===== src/rtl/uart_frame_parser_pkg.sv =====
// Shared types and helpers for the UART frame parser: SOF byte, FSM
// state encoding, error cause codes, CRC8 step and frame length decode.
package uart_frame_parser_pkg;

    localparam logic [7:0] SOF_BYTE      = 8'hA5;

    localparam logic [7:0] ERR_NONE      = 8'h00;
    localparam logic [7:0] ERR_BAD_SIZE  = 8'h01;
    localparam logic [7:0] ERR_CRC       = 8'h02;
    localparam logic [7:0] ERR_TIMEOUT   = 8'h04;

    typedef enum logic [2:0] {
        ST_IDLE,
        ST_CMD,
        ST_ADDR,
        ST_DATA,
        ST_CRC,
        ST_ISSUE,
        ST_WAIT_DONE,
        ST_ERR
    } parser_state_e;

    // One byte of CRC8, poly 0x07, MSB first, no reflection.
    function automatic logic [7:0] crc8_update(input logic [7:0] crc, input logic [7:0] data);
        logic [7:0] c;
        c = crc ^ data;
        for (int i = 0; i < 8; i++) begin
            c = c[7] ? ((c << 1) ^ 8'h07) : (c << 1);
        end
        return c;
    endfunction

    // DATA phase length in bytes: (len+1) << size, 1..64.
    function automatic logic [6:0] frame_nbytes(input logic [7:0] c);
        return ({3'b000, c[3:0]} + 7'd1) << c[5:4];
    endfunction

endpackage


===== src/rtl/uart_frame_parser_if.sv =====
// Byte-stream input and command output bundle of the frame parser.
// master: the parser side. slave: RX FIFO / AXI master side.
interface uart_frame_parser_if #(
    parameter int MAX_BYTES = 64
);
    logic [7:0]  rx_data;
    logic        rx_valid;
    logic        rx_ready;
    logic [7:0]  cmd;
    logic [31:0] addr;
    logic [7:0]  write_data [0:MAX_BYTES-1];
    logic        start_transaction;
    logic        transaction_done;
    logic        busy;
    logic        frame_error;
    logic [7:0]  error_code;
    logic [15:0] frame_count;

    modport master (
        input  rx_data, rx_valid, transaction_done,
        output rx_ready, cmd, addr, write_data, start_transaction,
               busy, frame_error, error_code, frame_count
    );

    modport slave (
        output rx_data, rx_valid, transaction_done,
        input  rx_ready, cmd, addr, write_data, start_transaction,
               busy, frame_error, error_code, frame_count
    );
endinterface


===== src/rtl/uart_frame_parser_crc8.sv =====
// Byte-serial CRC8 accumulator (poly 0x07, init 0x00).
// Only instantiated when UART_FRAME_CRC_CHECK_EN is defined.
module uart_frame_parser_crc8
    import uart_frame_parser_pkg::*;
(
    input  logic       clk,
    input  logic       rst_n,
    input  logic       clr,
    input  logic       en,
    input  logic [7:0] data,
    output logic [7:0] crc
);
    logic [7:0] crc_q;

    // Restart on clear, otherwise fold in each enabled byte.
    always_ff @(posedge clk or negedge rst_n) begin
        if (!rst_n)   crc_q <= 8'h00;
        else if (clr) crc_q <= 8'h00;
        else if (en)  crc_q <= crc8_update(crc_q, data);
    end

    assign crc = crc_q;
endmodule


===== src/rtl/uart_frame_parser.sv =====
// UART-AXI bridge command stage: parses A5|CMD|ADDR(LE)|DATA|CRC8 frames,
// hands cmd/addr/write_data to the AXI master with a start pulse and waits
// for transaction_done.
// Optional: UART_FRAME_CRC_CHECK_EN enables the CRC comparison; without it
// the CRC byte is consumed and always treated as good.
module uart_frame_parser
    import uart_frame_parser_pkg::*;
#(
    parameter int TIMEOUT_CYCLES = 1_250_000,
    parameter int MAX_BYTES      = 64
) (
    input  logic clk,
    input  logic rst_n,
    uart_frame_parser_if.master bus
);
    localparam int TW = $clog2(TIMEOUT_CYCLES + 1);

    parser_state_e state_q, state_d;

    logic           rdy_en_q;       // keeps rx_ready low while in reset
    logic [6:0]     data_cnt_q;     // ADDR byte index, then DATA byte index
    logic [TW-1:0]  to_cnt_q;
    logic [7:0]     cmd_q;
    logic [31:0]    addr_q;
    logic [7:0]     wdata_q [0:MAX_BYTES-1];
    logic [7:0]     err_q;
    logic [15:0]    fcnt_q;

    logic           hs;
    logic           sof_hs;
    logic           in_frame;
    logic           timeout;
    logic           crc_ok;
    logic [6:0]     nbytes;
    logic [7:0]     err_d;
    logic           rx_ready_c, start_c, ferr_c, busy_c;

    assign hs       = bus.rx_valid & rx_ready_c;
    assign sof_hs   = hs && (state_q == ST_IDLE) && (bus.rx_data == SOF_BYTE);
    assign in_frame = state_q inside {ST_CMD, ST_ADDR, ST_DATA, ST_CRC};
    // The cycle that would bring the idle count to TIMEOUT_CYCLES; a
    // handshake in the same cycle takes priority.
    assign timeout  = in_frame && !hs && (to_cnt_q == TW'(TIMEOUT_CYCLES - 1));
    assign nbytes   = frame_nbytes(cmd_q);

`ifdef UART_FRAME_CRC_CHECK_EN
    logic [7:0] crc_q;
    logic       crc_en;

    assign crc_en = hs && (state_q inside {ST_CMD, ST_ADDR, ST_DATA});

    uart_frame_parser_crc8 u_crc (
        .clk   (clk),
        .rst_n (rst_n),
        .clr   (sof_hs),
        .en    (crc_en),
        .data  (bus.rx_data),
        .crc   (crc_q)
    );

    assign crc_ok = (crc_q == bus.rx_data);
`else
    assign crc_ok = 1'b1;
`endif

    // State register.
    always_ff @(posedge clk or negedge rst_n) begin
        if (!rst_n) state_q <= ST_IDLE;
        else        state_q <= state_d;
    end

    // Next-state logic and error cause selection.
    always_comb begin
        state_d = state_q;
        err_d   = ERR_NONE;
        case (state_q)
            ST_IDLE: if (sof_hs) state_d = ST_CMD;
            ST_CMD: if (hs) begin
                if (bus.rx_data[5:4] == 2'b11) begin
                    state_d = ST_ERR;
                    err_d   = ERR_BAD_SIZE;
                end else begin
                    state_d = ST_ADDR;
                end
            end
            ST_ADDR: if (hs && data_cnt_q == 7'd3) state_d = cmd_q[7] ? ST_CRC : ST_DATA;
            ST_DATA: if (hs && data_cnt_q == nbytes - 7'd1) state_d = ST_CRC;
            ST_CRC: if (hs) begin
                if (crc_ok) begin
                    state_d = ST_ISSUE;
                end else begin
                    state_d = ST_ERR;
                    err_d   = ERR_CRC;
                end
            end
            ST_ISSUE:     state_d = ST_WAIT_DONE;
            ST_WAIT_DONE: if (bus.transaction_done) state_d = ST_IDLE;
            ST_ERR:       state_d = ST_IDLE;
            default:      state_d = ST_IDLE;
        endcase
        if (timeout) begin
            state_d = ST_ERR;
            err_d   = ERR_TIMEOUT;
        end
    end

    // Moore outputs decoded from the current state.
    always_comb begin
        rx_ready_c = rdy_en_q && (state_q inside {ST_IDLE, ST_CMD, ST_ADDR, ST_DATA, ST_CRC});
        start_c    = (state_q == ST_ISSUE);
        ferr_c     = (state_q == ST_ERR);
        busy_c     = (state_q != ST_IDLE);
    end

    // Frame datapath: field capture, byte counters, timeout, frame count.
    always_ff @(posedge clk or negedge rst_n) begin
        if (!rst_n) begin
            rdy_en_q   <= 1'b0;
            data_cnt_q <= '0;
            to_cnt_q   <= '0;
            cmd_q      <= '0;
            addr_q     <= '0;
            err_q      <= '0;
            fcnt_q     <= '0;
            for (int i = 0; i < MAX_BYTES; i++) wdata_q[i] <= 8'h00;
        end else begin
            rdy_en_q <= 1'b1;

            if (hs || !in_frame) to_cnt_q <= '0;
            else                 to_cnt_q <= to_cnt_q + 1'b1;

            case (state_q)
                ST_IDLE: if (sof_hs) begin
                    err_q      <= ERR_NONE;
                    data_cnt_q <= '0;
                    for (int i = 0; i < MAX_BYTES; i++) wdata_q[i] <= 8'h00;
                end
                ST_CMD: if (hs) begin
                    cmd_q      <= bus.rx_data;
                    data_cnt_q <= '0;
                end
                ST_ADDR: if (hs) begin
                    addr_q[{data_cnt_q[1:0], 3'b000} +: 8] <= bus.rx_data;
                    data_cnt_q <= (data_cnt_q == 7'd3) ? 7'd0 : data_cnt_q + 7'd1;
                end
                ST_DATA: if (hs) begin
                    wdata_q[data_cnt_q[5:0]] <= bus.rx_data;
                    data_cnt_q <= data_cnt_q + 7'd1;
                end
                ST_ISSUE: fcnt_q <= fcnt_q + 16'd1;
                default: ;
            endcase

            if (state_d == ST_ERR && state_q != ST_ERR) err_q <= err_d;
        end
    end

    assign bus.rx_ready          = rx_ready_c;
    assign bus.start_transaction = start_c;
    assign bus.frame_error       = ferr_c;
    assign bus.busy              = busy_c;
    assign bus.cmd               = cmd_q;
    assign bus.addr              = addr_q;
    assign bus.write_data        = wdata_q;
    assign bus.error_code        = err_q;
    assign bus.frame_count       = fcnt_q;

endmodule


===== src/flat_wrapper.sv =====
// flat-port wrapper written by rule: the top's interface ports become plain ports
module uart_frame_parser_flat import uart_frame_parser_pkg::*;
#(
    parameter int TIMEOUT_CYCLES = 1_250_000,
    parameter int MAX_BYTES      = 64
)
  (clk, rst_n, bus_rx_data, bus_rx_valid, bus_transaction_done, bus_rx_ready, bus_cmd, bus_addr, bus_write_data, bus_start_transaction, bus_busy, bus_frame_error, bus_error_code, bus_frame_count);
  uart_frame_parser_if #(.MAX_BYTES(MAX_BYTES)) bus_i ();
  input  logic clk;
  input  logic rst_n;
  input wire logic [$bits(bus_i.rx_data)-1:0] bus_rx_data;
  input wire logic [$bits(bus_i.rx_valid)-1:0] bus_rx_valid;
  input wire logic [$bits(bus_i.transaction_done)-1:0] bus_transaction_done;
  output wire logic [$bits(bus_i.rx_ready)-1:0] bus_rx_ready;
  output wire logic [$bits(bus_i.cmd)-1:0] bus_cmd;
  output wire logic [$bits(bus_i.addr)-1:0] bus_addr;
  output wire logic [$bits(bus_i.write_data)-1:0] bus_write_data;
  output wire logic [$bits(bus_i.start_transaction)-1:0] bus_start_transaction;
  output wire logic [$bits(bus_i.busy)-1:0] bus_busy;
  output wire logic [$bits(bus_i.frame_error)-1:0] bus_frame_error;
  output wire logic [$bits(bus_i.error_code)-1:0] bus_error_code;
  output wire logic [$bits(bus_i.frame_count)-1:0] bus_frame_count;
  assign bus_i.rx_data = bus_rx_data;
  assign bus_i.rx_valid = bus_rx_valid;
  assign bus_i.transaction_done = bus_transaction_done;
  assign bus_rx_ready = bus_i.rx_ready;
  assign bus_cmd = bus_i.cmd;
  assign bus_addr = bus_i.addr;
  assign bus_write_data = {>>{bus_i.write_data}};
  assign bus_start_transaction = bus_i.start_transaction;
  assign bus_busy = bus_i.busy;
  assign bus_frame_error = bus_i.frame_error;
  assign bus_error_code = bus_i.error_code;
  assign bus_frame_count = bus_i.frame_count;
  uart_frame_parser #(.TIMEOUT_CYCLES(TIMEOUT_CYCLES), .MAX_BYTES(MAX_BYTES)) u_core (.clk(clk), .rst_n(rst_n), .bus(bus_i));
endmodule

===== config.mk =====
export PLATFORM = sky130hd
export DESIGN_NAME = uart_frame_parser_flat
export DESIGN_NICKNAME = d
export VERILOG_FILES = /design/src/rtl/uart_frame_parser_pkg.sv /design/src/rtl/uart_frame_parser_if.sv /design/src/rtl/uart_frame_parser_crc8.sv /design/src/rtl/uart_frame_parser.sv /design/src/flat_wrapper.sv
export SDC_FILE = /design/constraint.sdc
export NUM_CORES = 1
export LEC_CHECK = 0
export BUFFER_PORTS_ARGS = -buffer_cell sky130_fd_sc_hd__buf_2
export CORE_MARGIN = 2
export CORE_UTILIZATION = 40
export DETAILED_ROUTE_END_ITERATION = 10
export PLACE_DENSITY = 0.67
export REMOVE_ABC_BUFFERS = 1
export SLEW_MARGIN = 20
export SYNTH_ARGS = -nofsm -noshare
export SYNTH_HDL_FRONTEND = slang
export SYNTH_SLANG_ARGS = --single-unit
export TNS_END_PERCENT = 10

===== constraint.sdc =====
create_clock -name clk -period 2.65 [get_ports clk]
set_input_delay 0.1325 -clock clk [delete_from_list [all_inputs] [get_ports clk]]
set_output_delay 0.1325 -clock clk [all_outputs]
set_load 0.03 [all_outputs]

==> summary.log <==
INFO  critical_path  crit_path_cell_trace=buf_6, or3_4, ha_4, xor2_2, nand3_2, nor3_4, o221ai_2, a211o_1, or3_4, a21o_1
INFO  global_route   track_usage=26.5%
INFO  routing        highest-signal-layer=met4
INFO  synth          seq_area_frac_synth=64.6%
INFO  routing        ant_nets=0
INFO  routing        vias=20300
INFO  sta            setup_viol=2
INFO  routing        dr.pass1.iters=5
INFO  placed_design  place.detailed.hpwl=55500um
INFO  synth          yosys_register_bits=602
INFO  sta            worstMarginPinSlew=0.665ns
INFO  routing        wl=81000um
INFO  critical_path  crit_end=u_core.bus.error_code[0]
INFO  critical_path  cp_startpoint_kind=register
INFO  synth          synth_largest_area_cell=sky130_fd_sc_hd__dfrtp_1
INFO  clocking       clk_lat_worst_skew=0.62ns
INFO  sta            fin_ws=-0.0245ns
INFO  clocking       cts_root_buf=sky130_fd_sc_hd__clkbuf_16
INFO  synth          post-synth-top-count-cell=sky130_fd_sc_hd__nand2_1
INFO  critical_path  timing.critical_path.slowest_stage_cell=sky130_fd_sc_hd__dfrtp_1
INFO  power          power_switching=7.29mW
INFO  sta            final_max_slew_viol_count=0
INFO  synth          synth-warning-count=0
INFO  synth          post-synth-top-area-fraction=64.6%
INFO  global_route   via_count_of_the_first_global_routing_pass=20100
INFO  routing        detailroute.wirelength.met2=38500um
INFO  clocking       htree_levels=2
INFO  floorplanning  die_x=245um
INFO  sta            max-slew-margin-rel=55.7%
INFO  synth          synth_enable_flop_cells=0
INFO  synth          syn-instance-count=2345
INFO  power          seqPwrFrac=41.5%
INFO  floorplanning  num_io_pins=592
INFO  critical_path  critPathLaunch=u_core.bus.cmd[0]
INFO  power          power_density=795mW/mm2
INFO  synth          synthTopCellsByArea=sky130_fd_sc_hd__dfrtp_1, sky130_fd_sc_hd__nand2_1, sky130_fd_sc_hd__o21ai_0, sky130_fd_sc_hd__clkbuf_1, sky130_fd_sc_hd__nor2_1
INFO  placed_design  pre_cts_slack=-0.170ns
INFO  sta            hold_viol_final=0
INFO  hold_path      min_path_type=in2async
INFO  run_status     failed_checks=setup timing
INFO  finish         areaGrowthSynthToFinish=28.3%
INFO  clocking       cts_inserted_buffers=60
INFO  synth          synth_top_cells_by_count=sky130_fd_sc_hd__nand2_1, sky130_fd_sc_hd__dfrtp_1, sky130_fd_sc_hd__o21ai_0
INFO  sta            hold-worst-slack=0.0333ns
INFO  synth          netlist_area=0.0233mm2
INFO  critical_path  r2r-start=u_core.bus.cmd[0]
INFO  routing        met3_wirelength=6340um
INFO  placed_design  place_congestion=0.871
INFO  floorplanning  floorplan.core_area=0.0577mm2
INFO  power          clock_power_share=38.0%
INFO  sta            post-route-min-period=2.67ns
INFO  clocking       cts.reportedPaths.clkPinSlew=0.07ns
INFO  sta            max_freq=0.374GHz
INFO  finish         drive_above_1_share=27.4%
INFO  clocking       cts_tree=yes
INFO  routing        routedLengthMet1=32900um
INFO  routing        wire_per_inst=21.2um
INFO  global_route   grt_antenna_before_repair=0
INFO  clocking       max-clock-path-buffers=3
INFO  placed_design  portBuffers=585
INFO  routing        drt-vias-per-instance=5.31
INFO  run_status     run_status=finished with violations
INFO  synth          async_reset_ff_share=100%
INFO  critical_path  critPathMaxStageDelay=0.42ns
INFO  floorplanning  chipHeight=245um
INFO  sta            fin_crit_sh=101%
INFO  critical_path  cpMostUsedCell=sky130_fd_sc_hd__or3_4
INFO  finish         fin_nets=3029
INFO  clocking       clock-sinks=602
INFO  global_route   grt_overflow=0
INFO  critical_path  critical_path.endpoint_type=register
INFO  finish         final.fill_count=5339
INFO  critical_path  crit_fanout=5
INFO  sta            setup_clock_skew_after_layout=0.0178ns
INFO  power          power.ir.vdd_worst=0.674mV
INFO  floorplanning  num_rows=88
INFO  critical_path  cp_data_required_time=3.17ns
INFO  floorplanning  initial_cell_density_of_the_core=40.4%
INFO  flow_run       drv.max_cap_violation_count=0
INFO  synth          synth.distinct_cells=72
INFO  critical_path  worst-r2r-cell-count=10
INFO  finish         antennaDiodeCount=0
INFO  floorplanning  dieArea=0.0602mm2
INFO  synth          avgSynthCellArea=9.94um2
INFO  power          power_switching_share=30.7%
INFO  critical_path  critical_path.reg2reg.endpoint=u_core.bus.error_code[0]
INFO  routing        drc=0
INFO  power          power_internal=16.5mW
INFO  critical_path  crit_type=reg2reg
INFO  sta            grt_setup_unrepaired=true
INFO  power          p_leak=15.3nW
INFO  power          power.share.combinational=20.5%
INFO  global_route   maximum_number_of_pins_on_one_net_before_global_route_repair=109
INFO  routing        dr.first_iter.drc_count=1274
INFO  critical_path  reg2reg_setup_slack=-0.02ns
INFO  critical_path  data_arrival_time_of_the_critical_path=3.19ns
INFO  global_route   grt_first_pass_wirelength=122000um
INFO  synth          dominant_register_cell_in_the_synthesized_netlist=sky130_fd_sc_hd__dfrtp_1
==> state kept, by name, indices dropped and copies added (netlist names) <==
| name | count |
|---|---|
| u_core.bus.write_data | 512 |
| u_core.bus.addr | 32 |
| u_core.to_cnt_q | 21 |
| u_core.bus.frame_count | 16 |
| u_core.bus.cmd | 8 |
| u_core.data_cnt_q | 7 |
| u_core.state_q | 3 |
| u_core.bus.error_code | 2 |
| u_core.rdy_en_q | 1 |
==> layout by cell type (no fill, tap or decap), types with 4 or more instances in the layout <==
cell,count
sky130_fd_sc_hd__a21oi_1,7
sky130_fd_sc_hd__and3_1,16
sky130_fd_sc_hd__buf_12,8
sky130_fd_sc_hd__buf_2,584
sky130_fd_sc_hd__buf_4,89
sky130_fd_sc_hd__bufinv_16,8
sky130_fd_sc_hd__clkbuf_1,11
sky130_fd_sc_hd__clkbuf_16,60
sky130_fd_sc_hd__clkbuf_8,13
sky130_fd_sc_hd__clkinv_2,12
sky130_fd_sc_hd__conb_1,7
sky130_fd_sc_hd__dfrtp_1,601
sky130_fd_sc_hd__dlygate4sd3_1,9
sky130_fd_sc_hd__ha_1,8
sky130_fd_sc_hd__inv_1,6
sky130_fd_sc_hd__mux2_2,7
sky130_fd_sc_hd__nand2_1,811
sky130_fd_sc_hd__nand2_2,9
sky130_fd_sc_hd__nand2b_1,5
sky130_fd_sc_hd__nand3_1,19
sky130_fd_sc_hd__nand4_1,5
sky130_fd_sc_hd__nor2_1,49
sky130_fd_sc_hd__nor3_1,10
sky130_fd_sc_hd__nor3_2,5
sky130_fd_sc_hd__o21ai_0,561
sky130_fd_sc_hd__o21ai_1,6
sky130_fd_sc_hd__or3_1,4
sky130_fd_sc_hd__xnor2_1,19
sky130_fd_sc_hd__xor2_1,20
==> per-stage QoR <==
step / util (%) / instance area (um2) / instances / TNS (ns) / power, mW
floorplan: - / 22800 / 2252 / -2350.20 / 12.7
finish: 51.8 / 29900 / 3823 / -0.0388 / 23.8
global route: 51.8 / 29900 / 3823 / -0.256 / 24.8
detailed placement: 47.8 / 27600 / 3696 / -0.371 / 14.6
global placement: 47.8 / 27600 / 3696 / -0.564 / 14.5
CTS: 51.8 / 29900 / 3821 / -0.0643 / 23.8
==> cell type report <==
cell class	instances	area, um2	share of cell area [%]
Multi-Input combinational cell	1642	7860	26.3
Clock buffer	84	1720	5.76
Inverter	8	30.0	0.100
Tap cell	765	957	3.20
Sequential cell	602	15100	50.4
Timing Repair Buffer	693	3880	13.0
Clock inverter	29	397	1.33
==> critical path: cells and delay by family (launching register included) <==
family | cells | cell delay (ns)
compound gates | 3 | 0.55
xor+xnor | 1 | 0.14
fa+ha+maj | 1 | 0.28
buf+inv | 1 | 0.14
flops | 1 | 0.42
simple gates | 4 | 1.04
==> how the worst min path moves through the flow <==
| stage | start | endpoint | cells after the start |
|---|---|---|---|
| after global routing | rst_n | u_core.bus.write_data[55] | 2 |
| after global placement | rst_n | u_core.bus.write_data[55] | 1 |
| final | rst_n | u_core.bus.write_data[55] | 2 |
| after detailed placement | rst_n | u_core.bus.write_data[55] | 1 |
| after floorplan | rst_n | u_core.bus.addr[0] | 0 |
| after CTS | rst_n | u_core.bus.write_data[55] | 2 |
==> power by group through the flow <==
| stage | Clock, mW | Combinational, mW | Sequential (mW) |
|---|---|---|---|
| global placement | 0 | 4.56 | 9.99 |
| CTS | 9.18 | 4.81 | 9.85 |
| finish | 9.02 | 4.88 | 9.86 |
| detailed placement | 0 | 4.61 | 10.0 |
| global route | 9.57 | 5.30 | 9.90 |
| floorplan | 0 | 2.07 | 10.6 |
==> cell families (layout without fill, tap and decap cells) <==
| kind of cell | Yosys count | count (layout) | share of synthesized area [%] |
|---|---|---|---|
| xor+xnor | 43 | 43 | 1.76 |
| other cells | 2 | 7 | 0.0322 |
| mux | 11 | 11 | 0.531 |
| compound gates | 601 | 601 | 13.3 |
| buf+inv | 106 | 814 | 2.29 |
| flops | 602 | 602 | 64.6 |
| fa+ha+maj | 10 | 10 | 0.537 |
| simple gates | 970 | 970 | 16.9 |
==> repair_timing <==
action	in CTS	in global routing
hold buffers	9	0
setup buffers	3	2
endpoints found under the setup margin	4	40
pin swaps	7	3
endpoints found under the hold margin	379	0
gates resized for setup	10	8
==> per-layer routing <==
layer,up-vias,global-route usage [%]
li1,9158,-
met1,10100,34.4
met5,-,0
met2,853,43.1
met3,178,5.86
met4,0,10.5
Note: power is estimated with default switching activity, not from simulation.
